===== config.mk =====
export PLATFORM = sky130hd
export DESIGN_NAME = mmio_bus_ctrl
export DESIGN_NICKNAME = d
export VERILOG_FILES = /design/src/rtl/mmio_pkg.sv /design/src/rtl/mmio_sync2.sv /design/src/rtl/mmio_bus_ctrl.sv
export SDC_FILE = /design/constraint.sdc
export NUM_CORES = 1
export LEC_CHECK = 0
export CAP_MARGIN = 10
export CORE_MARGIN = 2
export CORE_UTILIZATION = 49
export CTS_BUF_LIST = sky130_fd_sc_hd__clkbuf_16
export DETAILED_ROUTE_END_ITERATION = 8
export MAX_ROUTING_LAYER = met4
export PLACE_DENSITY = 0.87
export SLEW_MARGIN = 15
export SYNTH_ARGS = -nofsm -noshare
export SYNTH_HDL_FRONTEND = slang
export SYNTH_HIERARCHICAL = 1
export SYNTH_SLANG_ARGS = --single-unit

===== constraint.sdc =====
create_clock -name clk -period 5.55 [get_ports clk]
set_input_delay 0.555 -clock clk [delete_from_list [all_inputs] [get_ports clk]]
set_output_delay 0.555 -clock clk [all_outputs]
set_load 0.005 [all_outputs]

===== src/rtl/mmio_pkg.sv =====
// mmio_pkg: shared encodings for the memory-mapped bus controller.
//   - cpu memory command encodings (MNONE / MWRITE / MREAD / illegal)
//   - controller FSM state encodings
//   - address-decode region selectors
package mmio_pkg;

  // cpu memory port command encodings
  localparam logic [1:0] MNONE    = 2'b00;
  localparam logic [1:0] MWRITE   = 2'b01;
  localparam logic [1:0] MREAD    = 2'b10;
  localparam logic [1:0] MILLEGAL = 2'b11;

  // controller FSM states
  localparam logic [1:0] ST_IDLE    = 2'b00;
  localparam logic [1:0] ST_RD_RAM  = 2'b01;
  localparam logic [1:0] ST_RD_DONE = 2'b10;

  // decoded target region of the current cpu address
  typedef enum logic [2:0] {
    SEL_NONE = 3'd0,
    SEL_RAM  = 3'd1,
    SEL_OUT  = 3'd2,
    SEL_IN   = 3'd3,
    SEL_EDGE = 3'd4
  } region_e;

endpackage


===== src/rtl/mmio_sync2.sv =====
// mmio_sync2: two-flop synchroniser for asynchronous input buses.
// Ports:
//   clk   in  1  rising-edge clock
//   reset in  1  synchronous active-high reset (both stages clear to 0)
//   d     in  W  asynchronous input
//   q     out W  synchronised output, two edges behind d
module mmio_sync2 #(
  parameter int unsigned W = 1
) (
  input  logic         clk,
  input  logic         reset,
  input  logic [W-1:0] d,
  output logic [W-1:0] q
);

  logic [W-1:0] meta_r;
  logic [W-1:0] sync_r;

  // Two-stage capture; the first stage may go metastable, the second resolves it.
  always_ff @(posedge clk) begin
    if (reset) begin
      meta_r <= '0;
      sync_r <= '0;
    end else begin
      meta_r <= d;
      sync_r <= meta_r;
    end
  end

  assign q = sync_r;

endmodule


===== src/rtl/mmio_bus_ctrl.sv =====
// mmio_bus_ctrl: memory-mapped bus controller between the cpu memory port
// and a synchronous RAM, N_OUT output registers and N_IN synchronised inputs.
// Provides a ready handshake (RAM reads take 2 wait cycles, port reads 1),
// unmapped/illegal access detection (bus_err pulse) and registered rdata.
// Optional feature macro: MMIO_EDGE_CAPTURE_EN adds sticky rising-edge
// registers at IN_BASE+N_IN+k, cleared on read; undefined leaves those
// addresses unmapped.
// Ports:
//   clk, reset              clock, synchronous active-high reset
//   mem_cmd, mem_addr       cpu command (00 none, 01 write, 10 read, 11 illegal) and address
//   wdata / rdata           cpu write data / registered read data
//   ready                   transaction completes this cycle
//   bus_err                 one-cycle pulse after an unmapped or illegal access
//   ram_addr, ram_we,
//   ram_wdata, ram_rdata    synchronous RAM interface (1-cycle read)
//   out_port                output registers, reg k at [k*DATA_W +: DATA_W]
//   in_port                 asynchronous inputs, port k at [k*DATA_W +: DATA_W]
module mmio_bus_ctrl
  import mmio_pkg::*;
#(
  parameter int unsigned       ADDR_W   = 9,
  parameter int unsigned       DATA_W   = 16,
  parameter int unsigned       RAM_AW   = 8,
  parameter int unsigned       N_OUT    = 2,
  parameter int unsigned       N_IN     = 2,
  parameter logic [ADDR_W-1:0] OUT_BASE = 9'h100,
  parameter logic [ADDR_W-1:0] IN_BASE  = 9'h140
) (
  input  logic                    clk,
  input  logic                    reset,
  input  logic [1:0]              mem_cmd,
  input  logic [ADDR_W-1:0]       mem_addr,
  input  logic [DATA_W-1:0]       wdata,
  output logic [DATA_W-1:0]       rdata,
  output logic                    ready,
  output logic                    bus_err,
  output logic [RAM_AW-1:0]       ram_addr,
  output logic                    ram_we,
  output logic [DATA_W-1:0]       ram_wdata,
  input  logic [DATA_W-1:0]       ram_rdata,
  output logic [N_OUT*DATA_W-1:0] out_port,
  input  logic [N_IN*DATA_W-1:0]  in_port
);

  localparam logic [ADDR_W:0] OUT_CNT = (ADDR_W+1)'(N_OUT);
  localparam logic [ADDR_W:0] IN_CNT  = (ADDR_W+1)'(N_IN);
`ifdef MMIO_EDGE_CAPTURE_EN
  localparam logic [ADDR_W:0] EDGE_END = (ADDR_W+1)'(2 * N_IN);
`endif

  logic [1:0]              state_r;
  logic [1:0]              next_s;
  logic [RAM_AW-1:0]       addr_r;
  logic [DATA_W-1:0]       rdata_r;
  logic                    bus_err_r;
  logic [N_OUT*DATA_W-1:0] out_r;
  logic [N_IN*DATA_W-1:0]  in_sync_s;
  logic [ADDR_W:0]         out_off_s;
  logic [ADDR_W:0]         in_off_s;
  region_e                 region_s;
  logic [DATA_W-1:0]       port_rd_s;
  logic                    ready_s;
  logic                    ram_we_s;
  logic                    out_we_s;
  logic                    err_s;

  mmio_sync2 #(.W(N_IN * DATA_W)) u_in_sync (
    .clk   (clk),
    .reset (reset),
    .d     (in_port),
    .q     (in_sync_s)
  );

  // Offsets are one bit wider than the address so addresses below a base
  // wrap to large values and fail the range check.
  assign out_off_s = {1'b0, mem_addr} - {1'b0, OUT_BASE};
  assign in_off_s  = {1'b0, mem_addr} - {1'b0, IN_BASE};

  // Address decode into a target region; RAM has priority over everything.
  always_comb begin
    region_s = SEL_NONE;
    if (!mem_addr[ADDR_W-1]) begin
      region_s = SEL_RAM;
    end else if (out_off_s < OUT_CNT) begin
      region_s = SEL_OUT;
    end else if (in_off_s < IN_CNT) begin
      region_s = SEL_IN;
`ifdef MMIO_EDGE_CAPTURE_EN
    end else if (in_off_s < EDGE_END) begin
      region_s = SEL_EDGE;
`endif
    end else begin
      region_s = SEL_NONE;
    end
  end

`ifdef MMIO_EDGE_CAPTURE_EN
  logic [N_IN*DATA_W-1:0] prev_r;
  logic [N_IN*DATA_W-1:0] edge_r;
  logic [N_IN*DATA_W-1:0] edge_clr_s;
  logic                   rd_edge_s;

  assign rd_edge_s = (state_r == ST_IDLE) && (mem_cmd == MREAD) && (region_s == SEL_EDGE);

  // Clear mask for the edge register being read this cycle.
  always_comb begin
    edge_clr_s = '0;
    for (int k = 0; k < int'(N_IN); k++) begin
      edge_clr_s[k*DATA_W +: DATA_W] =
        {DATA_W{rd_edge_s && (in_off_s == IN_CNT + (ADDR_W+1)'(k))}};
    end
  end

  // Sticky rising-edge capture; a new edge in the clearing cycle survives.
  always_ff @(posedge clk) begin
    if (reset) begin
      prev_r <= '0;
      edge_r <= '0;
    end else begin
      prev_r <= in_sync_s;
      edge_r <= (edge_r & ~edge_clr_s) | (in_sync_s & ~prev_r);
    end
  end
`endif

  // Read-back mux for output registers, input ports and edge registers;
  // yields zero for any address that is not one of them.
  always_comb begin
    port_rd_s = '0;
    for (int k = 0; k < int'(N_OUT); k++) begin
      port_rd_s = port_rd_s |
        ({DATA_W{(region_s == SEL_OUT) && (out_off_s == (ADDR_W+1)'(k))}} & out_r[k*DATA_W +: DATA_W]);
    end
    for (int k = 0; k < int'(N_IN); k++) begin
      port_rd_s = port_rd_s |
        ({DATA_W{(region_s == SEL_IN) && (in_off_s == (ADDR_W+1)'(k))}} & in_sync_s[k*DATA_W +: DATA_W]);
`ifdef MMIO_EDGE_CAPTURE_EN
      port_rd_s = port_rd_s |
        ({DATA_W{(region_s == SEL_EDGE) && (in_off_s == IN_CNT + (ADDR_W+1)'(k))}} & edge_r[k*DATA_W +: DATA_W]);
`endif
    end
  end

  // Handshake FSM: next state, ready, write strobes and error detection.
  always_comb begin
    next_s   = state_r;
    ready_s  = 1'b0;
    ram_we_s = 1'b0;
    out_we_s = 1'b0;
    err_s    = 1'b0;
    case (state_r)
      ST_IDLE: begin
        case (mem_cmd)
          MNONE: begin
            ready_s = 1'b1;
          end
          MWRITE: begin
            ready_s = 1'b1;
            if (region_s == SEL_RAM) begin
              ram_we_s = 1'b1;
            end else if (region_s == SEL_OUT) begin
              out_we_s = 1'b1;
            end else begin
              err_s = 1'b1;
            end
          end
          MREAD: begin
            if (region_s == SEL_RAM) begin
              next_s = ST_RD_RAM;
            end else if (region_s == SEL_NONE) begin
              err_s  = 1'b1;
              next_s = ST_RD_DONE;
            end else begin
              next_s = ST_RD_DONE;
            end
          end
          default: begin
            err_s  = 1'b1;
            next_s = ST_RD_DONE;
          end
        endcase
      end
      ST_RD_RAM: begin
        next_s = ST_RD_DONE;
      end
      ST_RD_DONE: begin
        ready_s = 1'b1;
        next_s  = ST_IDLE;
      end
      default: begin
        next_s = ST_IDLE;
      end
    endcase
  end

  // State, latched RAM address, registered read data and error pulse.
  always_ff @(posedge clk) begin
    if (reset) begin
      state_r   <= ST_IDLE;
      addr_r    <= '0;
      rdata_r   <= '0;
      bus_err_r <= 1'b0;
    end else begin
      state_r   <= next_s;
      bus_err_r <= err_s;
      case (state_r)
        ST_IDLE: begin
          if (mem_cmd == MREAD && region_s == SEL_RAM) begin
            addr_r <= mem_addr[RAM_AW-1:0];
          end
          if (mem_cmd == MREAD && region_s != SEL_RAM) begin
            rdata_r <= port_rd_s;
          end else if (mem_cmd == MILLEGAL) begin
            rdata_r <= '0;
          end
        end
        ST_RD_RAM: begin
          rdata_r <= ram_rdata;
        end
        default: begin
          rdata_r <= rdata_r;
        end
      endcase
    end
  end

  // Output registers load on a mapped write.
  always_ff @(posedge clk) begin
    if (reset) begin
      out_r <= '0;
    end else begin
      for (int k = 0; k < int'(N_OUT); k++) begin
        if (out_we_s && (out_off_s == (ADDR_W+1)'(k))) begin
          out_r[k*DATA_W +: DATA_W] <= wdata;
        end
      end
    end
  end

  // While waiting on the RAM the latched address is held so a cpu address
  // change cannot corrupt the read in flight.
  assign ram_addr  = (state_r == ST_RD_RAM) ? addr_r : mem_addr[RAM_AW-1:0];
  assign ram_we    = ram_we_s;
  assign ram_wdata = wdata;
  assign ready     = ready_s;
  assign rdata     = rdata_r;
  assign bus_err   = bus_err_r;
  assign out_port  = out_r;

endmodule


== Word-level counts from Yosys, hierarchy flattened ==
Cells that the tools add are included.
Storage, ports and cells
  register bits after elaboration: 123
  output and inout port bits: 75
Operators by class
  magnitude comparators: 2
  $add $sub $neg: 2
  reduce and logical (&&, ||, !) cells: 18
  muxes and demuxes: 24
  eq/ne operators: 13
  bitwise gates (word level): 8
Operators by type and width (number)
  $and 16x16->16: 4
  $or 16x16->16: 3
  $mux 16: 2
  $pmux 16 s2: 1
  $eq 10x1->1 const B: 2
  $logic_not 10->1: 2
  $lt 10x2->1 const B: 2
  $sub 9x9->10 const B: 2
  $mux 1: 12
  $logic_and 1x1->1: 8
  $mux 8: 1
  $pmux 2 s2: 2
  $eq 2x2->1 const B: 3
  $eq 3x2->1 const B: 2
  $mux 2: 3
  $eq 2x1->1 const B: 2
  $logic_not 2->1: 2
  $reduce_and 2->1: 2
  $reduce_or 2->1: 2
  $eq 3x1->1 const B: 1
  $logic_not 3->1: 1
  $mux 3: 1
  $ne 3x1->1 const B: 1
  $ne 3x3->1 const B: 1
  5 further kinds: 5

== Longest topological paths before layout ==
Gate-level depths: netlist (run 1).
  depth in word-level cells: 13
  depth in mapped cells: 14
  mapped depth without buffers: 11

== By module ==
Netlist (run 1), hierarchy kept.
By module, submodules not included
  mmio_bus_ctrl: instances 1, seq. area each 1181.1 um2, area each 3299.4 um2, cells each 359
  mmio_sync2: instances 1, seq. area each 1281.2 um2, area each 1918.1 um2, cells each 135

== Worst setup path after synthesis (run 1) ==
Ideal clock, no wire load.
  path type: input port to flip-flop
  start point: input port mem_addr[6]
  end point: register rdata_r[10] (netlist: rdata[10])
  arrival time: 3.353 ns
  setup slack: 2.138 ns
  path buffers: 2
  cell stages on the path: 12
  setup time: 0.060 ns
  cell sequence: nor2_1 > ha_1 > nand3b_1 > clkbuf_1 > o41a_1 > inv_1 > ha_1 > or4b_2 > nor4b_4 > buf_6 > o211a_1 > a221o_1
On the way
  cells in the longest elaborated chain, start to end: 13
RTL lines
  from (decl): line mmio_bus_ctrl.sv:32  | input logic [ADDR_W-1:0] mem_addr,
  $sub 9x9->10: line mmio_bus_ctrl.sv:77  | assign in_off_s = {1'b0, mem_addr} - {1'b0, IN_BASE};
  $lt 10x2->1: line mmio_bus_ctrl.sv:86  | end else if (in_off_s < IN_CNT) begin
  $mux 2: line mmio_bus_ctrl.sv:86
  $mux 2: line mmio_bus_ctrl.sv:84  | end else if (out_off_s < OUT_CNT) begin
  $mux 3: line mmio_bus_ctrl.sv:82  | if (!mem_addr[ADDR_W-1]) begin
  $eq 3x2->1: line mmio_bus_ctrl.sv:132  | ({DATA_W{(region_s == SEL_OUT) && (out_off_s == (ADDR_W+1)'(k))}} & out_r[k*DATA_W +: DATA_W]);
  $logic_and 1x1->1: line mmio_bus_ctrl.sv:132
  $and 16x16->16: line mmio_bus_ctrl.sv:132
  $or 16x16->16: line mmio_bus_ctrl.sv:131  | port_rd_s = port_rd_s |
  $or 16x16->16 (2 in series): line mmio_bus_ctrl.sv:135  | port_rd_s = port_rd_s |
  $mux 16: line mmio_bus_ctrl.sv:211  | if (mem_cmd == MREAD && region_s != SEL_RAM) begin
  $pmux 16 s2: line mmio_bus_ctrl.sv:206  | case (state_r)
  to (signal assigned): line mmio_bus_ctrl.sv:212  | rdata_r <= port_rd_s;
  to (signal assigned): line mmio_bus_ctrl.sv:218  | rdata_r <= ram_rdata;
  to (signal assigned): line mmio_bus_ctrl.sv:221  | rdata_r <= rdata_r;
  to (decl): line mmio_bus_ctrl.sv:54  | logic [DATA_W-1:0] rdata_r;
Parallel ways exist; a longest one is shown, timed or not.
A chain may end at the register's enable or synchronous reset.

== Worst setup path after layout (run 1) ==
  start point: input port mem_addr[7]
  end point: register rdata_r[1] (netlist: rdata[1])
The elaborated chain is that of the path after synthesis.

==> summary.md, run 1 <==
| Metric | Value |
|---|---|
| CTS max path bufs | `2` |
| Met3 wire length | `835 um` |
| Filler-free cell count of the finished design | `758` |
| F_max | `roughly 0.23 GHz` |
| Initial core utilization | `50.54%` |
| Power per cell area | `around 300 nW/um^2` |
| Met2 WL post-DR | `about 7100 um` |
| Leakage | `between 2 and 3 nW` |
| Commonest cells post-synth | `dfxtp_1, nor2b_2, a21oi_1, nand3_1, mux2i_1` |
| Postcts setup bufs | `0` |
| GPL Wtd Cong | `approximately 0.85` |
| First-pass GRT wire length | `between 20000 and 25000 um` |
| Asr flop ratio synth | `0%` |
| Die Area | `between 10000 and 15000 um^2` |
| Post-DP HPWL | `~9400 um` |
| Synth Flop Type | `dfxtp_1` |
| Final wirelength | `between 10000 and 15000 um` |
| Synthesized cell area | `around 5200 um^2` |
| Root Buffer | `clkbuf_16` |
| Status | `complete, no violations` |
| Area leader, netlist | `dfxtp_1` |
| RSZ-0062 raised after global routing | `no` |
| Crit-path cells | `clkdlybuf4s50_1, nor2_1, ha_1, nand3b_1, nor3_1, a21oi_1, nand2b_1, ha_1, or4b_2, nor4b_4, o211a_1, a221o_1` |
| Max Slew Vio Count | `0` |
| Max incr delay on CP | `0.74 ns` |
| Post-synth top area share | `a little under half` |
| Largest net degree at the start of global routing | `82` |
| Max_slew headroom | `approximately a quarter` |
| # H-tree levels | `4` |
| Tcrit/Tclk final | `between 70 and 80%` |
| Final Util | `68.54%` |
| Tot Pwr | `2.119 mW` |
| Post-cts gate resize count | `0` |
| CP Launch Type | `input pin` |
| Avg Cell Area, Syn | `10.56 um^2` |
| Seq cells post-synth | `~120` |
| Maxcap violations | `0` |
| Post-Syn Instances | `a little under 500` |
| Setup TNS | `0 ns` |
| Smallest setup slack after layout | `approximately 1.2 ns` |
| CTS Buf Count | `17` |
| Max VDD drop | `a little over 0.0002 V` |
| Setup CP Type | `input pin to flop` |
| Wire length per cell | `around 18 um` |
| DR DRC count | `0` |
| Row cnt | `37` |
| Top delay family on crit path | `simple AND/OR/NAND/NOR gates` |
| Syn Nets | `roughly 580` |
| Core area | `between 10000 and 15000 um^2` |
| Number of global-route vias before repair | `approximately 4200` |
| Worst Skew | `roughly 0.0052 ns` |
| Final Cell Area | `just over 7000 um^2` |
| CTS tree | `built` |
| Worst endpoint required time | `between 5 and 6 ns` |
| Routed metal-1 wire length | `5521 um` |
| Vias per std cell | `around 5.6` |
| Tmin final | `approximately 4.4 ns` |
| Area after DPL | `6523 um^2` |
| Share of cells above drive strength 1 | `a little under a fifth` |
| Count leader, synth | `dfxtp_1` |
| GR Overflow Total | `0` |
| Final Hold Viols | `0` |
| Syn. warnings | `6` |
| Register area share after synthesis | `approximately 47%` |
| Syn-to-layout area delta | `35.61%` |
| Library cells used by synthesis | `37` |
| Synth area leaders | `dfxtp_1, nor2b_2, mux2i_1` |
| Least-Margin Pin Slew | `approximately 1.1 ns` |
| Crit path max-delay cell type | `or4b_2` |
| # diodes | `0` |
| Hold WS | `approximately 0.44 ns` |
| All-Layer GR Usage | `24.85%` |
| Die width | `~110 um` |
| Reg2reg path depth | `4` |
| Hold Buf Count CTS | `0` |
| Placed cells | `roughly 730` |
| Pre-CTS WS | `0.8920 ns` |
| Drt pass-1 iters | `4` |
| Number of I/O port buffers | `roughly 150` |
| IO Count | `152` |
| Hold WC Path Type | `flop to flop` |
| Reg clk slew, reported paths | `~0.06 ns` |
| Data arrival, critical path | `4.72 ns` |
| DR vias | `~4200` |
| Number of routed nets with antenna violations | `0` |
| CTS Sinks | `123` |
| CP Capture Type | `flop` |
| Setup violators final | `0` |
| Worst path bufs/invs | `1` |
| 1st-iter DRT viols | `about 190` |
| Die extent in y | `between 100 and 150 um` |
| Crit-path max FO | `18` |
| Max Used Layer | `met4` |
| Number of flops mapped to enable cells by yosys | `0` |
| Final nets | `roughly 700` |
| Initial antenna violation count | `0` |
| Most used cell, CP | `ha_1` |
| CP Depth | `12` |
| Clk Latency, worst-skew pair | `~0.4 ns` |
| Hold Path Depth | `1` |
==> routing by layer <==
layer	global-route usage, %	vias to the layer above
met5	-	-
met4	10.85	0
met3	6.930	40
met2	42.22	164
met1	27.20	2019
li1	-	2000
==> cell families (layout without fill, tap and decap cells) <==
kind of cell	count (synthesis)	after routing	share of synthesized area, %
and+or+nand+nor	135	135	18.63
AOI/OAI and AO/OA	128	128	17.07
DFF	123	123	47.19
buffers and inverters	62	190	7.794
muxes	40	40	7.866
adders and majority gates	6	6	1.439
==> cells in the final DEF, fill, tap and decap left out, types with 3 or more instances in the layout <==
master / Yosys / final
nor2b_2: 60 / 60
clkinvlp_4: 0 / 3
clkinv_4: 0 / 4
o21ai_2: 4 / 4
dfxtp_1: 123 / 123
nand3_1: 40 / 40
buf_4: 16 / 4
a221o_1: 16 / 16
o211a_1: 16 / 16
inv_1: 4 / 5
nor2_1: 4 / 4
clkinv_2: 0 / 3
a21oi_1: 43 / 43
o21ai_0: 4 / 4
nand2b_1: 4 / 4
nor2b_1: 5 / 5
nand2_1: 10 / 10
ha_1: 6 / 6
clkbuf_16: 0 / 17
mux2_2: 8 / 8
o21ai_1: 26 / 26
o32ai_1: 16 / 16
mux2i_1: 32 / 32
clkdlybuf4s50_1: 0 / 149
==> layout make-up <==
| class | count | area, um^2 |
|---|---|---|
| well taps | 136 | 170.2 |
| clock buffers | 17 | 425.4 |
| inverters | 4 | 15.01 |
| clock inverters | 15 | 127.6 |
| fillers | 763 | 3248 |
| repair buffers | 154 | 1526 |
| flip-flops and latches | 123 | 2462 |
| multi-input cells | 309 | 2349 |
==> state kept, by name (all words and copies together), names as in the netlist <==
| name | count |
|---|---|
| bus_err | 1 |
| u_in_sync/meta_r | 32 |
| addr_r | 8 |
| out_port | 32 |
| u_in_sync/q | 32 |
| state_r | 2 |
| rdata | 16 |
==> power by group <==
group | switching, mW | internal, mW
clock network | 0.401 | 0.614
logic | 0.0817 | 0.104
registers | 0.00905 | 0.910
==> worst paths after layout <==
kind                               end                           start  slack [ns]
max              rdata[1]$_SDFFE_PP0P_                     mem_addr[7]        1.17
max reg2reg  out_port[12]$_SDFFE_PP0P_         state_r[0]$_SDFFE_PP0N_        3.29
min reg2reg  u_in_sync/q[8]$_SDFF_PP0_  u_in_sync/meta_r[8]$_SDFF_PP0_        0.44
min          u_in_sync/q[8]$_SDFF_PP0_  u_in_sync/meta_r[8]$_SDFF_PP0_        0.44
(Power assumes the default switching activity.)
==> run 2, diff against run 1 <==
--- a/config.mk
+++ b/config.mk
@@ -7,11 +7,11 @@
 export LEC_CHECK = 0
 export CAP_MARGIN = 10
 export CORE_MARGIN = 2
-export CORE_UTILIZATION = 49
+export CORE_UTILIZATION = 47
 export CTS_BUF_LIST = sky130_fd_sc_hd__clkbuf_16
 export DETAILED_ROUTE_END_ITERATION = 8
 export MAX_ROUTING_LAYER = met4
-export PLACE_DENSITY = 0.87
+export PLACE_DENSITY = 0.84
 export SLEW_MARGIN = 15
 export SYNTH_ARGS = -nofsm -noshare
 export SYNTH_HDL_FRONTEND = slang
==> constraint.sdc (replaced) <==
create_clock -name clk -period 4.4 [get_ports clk]
set_input_delay 0.44 -clock clk [delete_from_list [all_inputs] [get_ports clk]]
set_output_delay 0.44 -clock clk [all_outputs]
set_load 0.005 [all_outputs]
==> run 2 against run 1 <==
Net effect:
- sequential cell count stayed put
- design area is 0.95% higher
- combinational power is 28% higher
- global-route usage is 1.1 points lower
- first-iteration DRC count is 24% higher
- sequential share of layout area is 0.33 points lower
- hold slack worse by 0.018 ns
- sequential power is 26% higher
==> summary.md, run 2 (synthesis gave the netlist of run 1 again) <==
| Metric | Value |
|---|---|
| RR Startpoint | `state_r[0]$_SDFFE_PP0N_` |
| Comb pwr share | `approximately 8.6%` |
| DR vias | `4189` |
| CTS tree | `built` |
| All-Layer GR Usage | `roughly a quarter` |
| Max Slew Vio Count | `0` |
| GR Overflow Total | `0` |
| Tcrit/Tclk final | `approximately 82%` |
| Die Area | `11960 um^2` |
| Clk Latency, worst-skew pair | `about 0.41 ns` |
| Max Used Layer | `met4` |
| Clock network fraction of design power | `roughly half` |
| CTS max path bufs | `2` |
| Power per cell area | `384.0 nW/um^2` |
| F_max | `roughly 0.28 GHz` |
| Number of global-route vias before repair | `approximately 4200` |
| Final Hold Viols | `0` |
| Number of routed nets with antenna violations | `0` |
| Postcts setup bufs | `0` |
| Tmin final | `3.587 ns` |
| Routed metal-1 wire length | `about 5600 um` |
| Core area | `roughly 11000 um^2` |
| Crit path from | `mem_addr[6]` |
| Data arrival, critical path | `3.15 ns` |
| CP Capture Type | `output pin` |
| Final Util | `65.89%` |
| Leakage | `about 2.8 nW` |
| Sequential share of power | `42.2%` |
| Final wirelength | `~14000 um` |
| Vias per std cell | `about 5.5` |
| Hold WC Path Type | `input pin to flop` |
| Cell Int Power | `2.078 mW` |
| 1st-iter DRT viols | `around 230` |
| GPL Wtd Cong | `roughly 0.81` |
| CTS Buf Count | `17` |
| Number of I/O port buffers | `roughly 150` |
| Final nets | `~700` |
| Placed cells | `735` |
| First-pass GRT wire length | `about 21000 um` |
| Maxcap violations | `0` |
| Max VDD drop | `0.0002223 V` |
| Die width | `109.4 um` |
| RSZ-0062 raised after global routing | `no` |
| Syn-to-layout area delta | `36.91%` |
| Largest net degree at the start of global routing | `84` |
| Reg clk slew, reported paths | `roughly 0.060 ns` |
| Max_slew headroom | `between 20% and 30%` |
| Crit-path max FO | `17` |
| Least-Margin Pin Slew | `1.106 ns` |
| Share of cells above drive strength 1 | `around 19%` |
| Met3 wire length | `702 um` |
| Reg2reg path depth | `4` |
| Most frequent cells in the layout | `clkdlybuf4s50_1, dfxtp_1, nor2b_2, a21oi_1, nand3_1` |
| CTS Sinks | `123` |
| Setup CP Type | `input pin to output pin` |
| Filler-free cell count of the finished design | `767` |
| # H-tree levels | `4` |
| Sw Share | `24.24%` |
| Drt pass-1 iters | `4` |
| Worst endpoint required time | `approximately 4.0 ns` |
| Wire length per cell | `about 18 um` |
| Sw power | `around 660 uW` |
| Status | `complete, no violations` |
| Post-cts gate resize count | `0` |
| Met2 WL post-DR | `just over 7000 um` |
| IO Count | `~150` |
| Initial antenna violation count | `0` |
| Root Buffer | `clkbuf_16` |
| # diodes | `0` |
| Hold Buf Count CTS | `0` |
| Worst Skew | `0.008558 ns` |
| Hold Path Depth | `2` |
| HP Start | `reset` |
| Commonest non-fill, non-tap cell in the layout | `clkdlybuf4s50_1` |
| Die extent in y | `109.4 um` |
| Initial core utilization | `about half` |
| DR DRC count | `0` |
| Post-DP HPWL | `approximately 9500 um` |
| CP Launch Type | `input pin` |
| Row cnt | `38` |
| Setup violators final | `0` |
| Setup TNS | `0 ns` |
| Fillers | `~850` |
## run 2: cell count changes in the layout (fill, tap and decap cells not counted), sizes merged
cell | before | now
inv | 7 | 13
buf | 5 | 10
clkinv | 8 | 5
clkinvlp | 3 | 0
## run 2: power groups by stage
stage / logic, mW / clock network, mW / registers, mW
6_report: 0.237 / 1.35 / 1.16
5_1_grt: 0.252 / 1.43 / 1.16
4_1_cts: 0.236 / 1.36 / 1.16
3_5_place_dp: 0.233 / 0 / 1.18
3_3_place_gp: 0.228 / 0 / 1.18
2_1_floorplan: 0.122 / 0 / 1.18
## run 2: area by class of cell
type                    count  area (um^2)  share of cell area, %
clock buffers              17        425.4                  5.956
clock inverters            15        152.6                  2.137
repair buffers            159         1564                  21.90
well taps                 140        175.2                  2.452
multi-input cells         309         2349                  32.88
flip-flops and latches    123         2462                  34.47
inverters                   4        15.01                 0.2102
## run 2: worst paths after layout
check	end	slack (ns)
max reg2reg	out_port[12]$_SDFFE_PP0P_	2.20
min	state_r[0]$_SDFFE_PP0N_	0.42
max	ram_we	0.81
min reg2reg	u_in_sync/q[2]$_SDFF_PP0_	0.44
## run 2: worst max-delay path, stage by stage
cell	delay (ns)
clkdlybuf4s50_1	0.55
nor2_1	0.10
ha_1	0.28
nand3b_1	0.09
buf_4	0.21
o41a_1	0.37
inv_1	0.11
ha_1	0.14
buf_4	0.17
inv_1	0.05
nor2_1	0.12
clkdlybuf4s50_1	0.51
## run 2: metal layers
layer	vias to the layer above	global-route usage, %
met5	-	-
met4	0	7.143
met3	14	5.750
met2	122	41.58
met1	2043	26.91
li1	2010	-
## run 2: stage by stage
| stage | power, mW | worst slack [ns] | area [um^2] | hold WS, ns |
|---|---|---|---|---|
| after floorplan | 1.301 | 1.103 | 5218 | 0.4138 |
| after global placement | 1.409 | 0.6207 | 6565 | 0.4207 |
| after detailed placement | 1.416 | 0.5205 | 6565 | 0.4208 |
| after CTS | 2.758 | 0.8266 | 7143 | 0.3976 |
| after global routing | 2.845 | 0.6481 | 7143 | 0.4012 |
| final | 2.743 | 0.8129 | 7143 | 0.4203 |
==> RTL edit: new RTL, settings of run 1 <==
Change the parameter `N_IN` from 2 to 4.
--- a/src/rtl/mmio_bus_ctrl.sv
+++ b/src/rtl/mmio_bus_ctrl.sv
@@ -23,5 +23,5 @@
   parameter int unsigned       RAM_AW   = 8,
   parameter int unsigned       N_OUT    = 2,
-  parameter int unsigned       N_IN     = 2,
+  parameter int unsigned       N_IN     = 4,
   parameter logic [ADDR_W-1:0] OUT_BASE = 9'h100,
   parameter logic [ADDR_W-1:0] IN_BASE  = 9'h140
Ports: changed (resized in_port); port bits go from 152 to 184. No check against the original RTL was run, so the function may have changed too.
==> RTL edit against run 1 <==
Setup slack improved by 0.017 ns. Sequential share of layout area grew 4.5 points. Sequential cell count up 64. Cell area up 35%. Total power up 36%. Largest cell class unchanged. Area after synthesis up 39%. Routed wire length increased by 18%.
==> RTL edit: results (changes against run 1) <==
Parameter                              Value

Setup path
  Start point of the critical path ... mem_addr[6]
  Slowest Stage Delay on Critical Path ... 0.66 ns (-0.08 ns)
  Endpoint of the most critical setup path ... out_port[27]$_SDFFE_PP0P_
  Maximum fanout count along the critical path ... 19 (+1)
  Slack of the worst reg-to-reg path ... 2.96 ns (-0.33 ns)

Routing
  Met1 Routed Length ... 6.99 mm (+27%)
  First-pass iteration count of the detailed router ... 5 (+1)
  Vias after detailed routing ... 5244 (+24%)
  WL final ... 16.4 mm (+18%)

Layout
  Fillers ... 1126 (+48%)
  Net count, final ... 942 (+36%)

Placement
  Post-DP Area ... 8940 um^2 (+37%)
  Routability cong. ... 0.843 (-1.0%)
  Placement Setup Slack ... 0.826 ns (-0.0664 ns)

Global routing
  GRT met2 Usage ... 33.4% (-8.9 points)
  Wire length of the first global-routing pass ... 25.7 mm (+21%)
  Largest net degree at the start of global routing ... 138 (+68%)
  Vias in the first global route ... 4890 (+16%)
  GRT Total Usage ... 21.4% (-3.5 points)

Yosys
  Ranking of synthesized cells by instance count ... 187 x sky130_fd_sc_hd__dfxtp_1, 130 x sky130_fd_sc_hd__nor2b_1, 72 x sky130_fd_sc_hd__mux2i_1
  Multiplexer share of the synthesized area ... 13.7% (+5.8 points)
  Post-synthesis share of cell area spent on full adders, half adders and majority gates ... 0.690% (-0.75 points)
  Count of cell types in the netlist ... 39 (+5.4%)

Pwr
  Power spent charging and discharging nets ... 0.655 mW (+33%)
  Leakage component of the power ... 3.70 nW (+33%)
  IR Drop Worst-Case VDD ... 0.000211 V (+3.5%)
  Power density cells ... 303 nW/um^2 (+1.2%)
  Clock network power ... 1.20 mW (+19%)

STA
  Largest clock skew in the final design ... 0.00470 ns (-0.000524 ns)
  Post-layout worst setup margin ... 1.19 ns (+0.0168 ns)
  Slew Limit Headroom ... 30.9% (+5.3 points)

Status
  Status ... finished clean

Hold path
  Worst hold endpoint ... u_in_sync/q[9]$_SDFF_PP0_
## RTL edit: cell types whose count changed in the layout (fill, tap and decap cells not counted), sizes merged, moves of 15 or more
cell and change:
o21ai -15, mux2i +40, mux2 +16, a221oi +16, a221o -16, dfxtp +64, clkdlybuf4s50 +32, o211a -16
nand3 -39, nand2b +46, nor2b +65
## RTL edit: cells by family (layout without fill, tap and decap cells)
group	Yosys count	count (layout)
flip-flops	187	187
buffers and inverters	71	222
AND/OR/NAND/NOR	226	226
AO/OA/AOI/OAI	107	107
adder cells (fa/ha/maj)	4	4
multiplexers	96	96
## RTL edit: area by class of cell
class	instances	area, um^2	share of cell area [%]
Clock buffer	17	425	4.47
Clock inverter	15	165	1.73
Inverter	4	15.0	0.158
Multi-Input combinational cell	433	3100	32.5
Sequential cell	187	3740	39.3
Tap cell	184	230	2.42
Timing Repair Buffer	186	1850	19.4
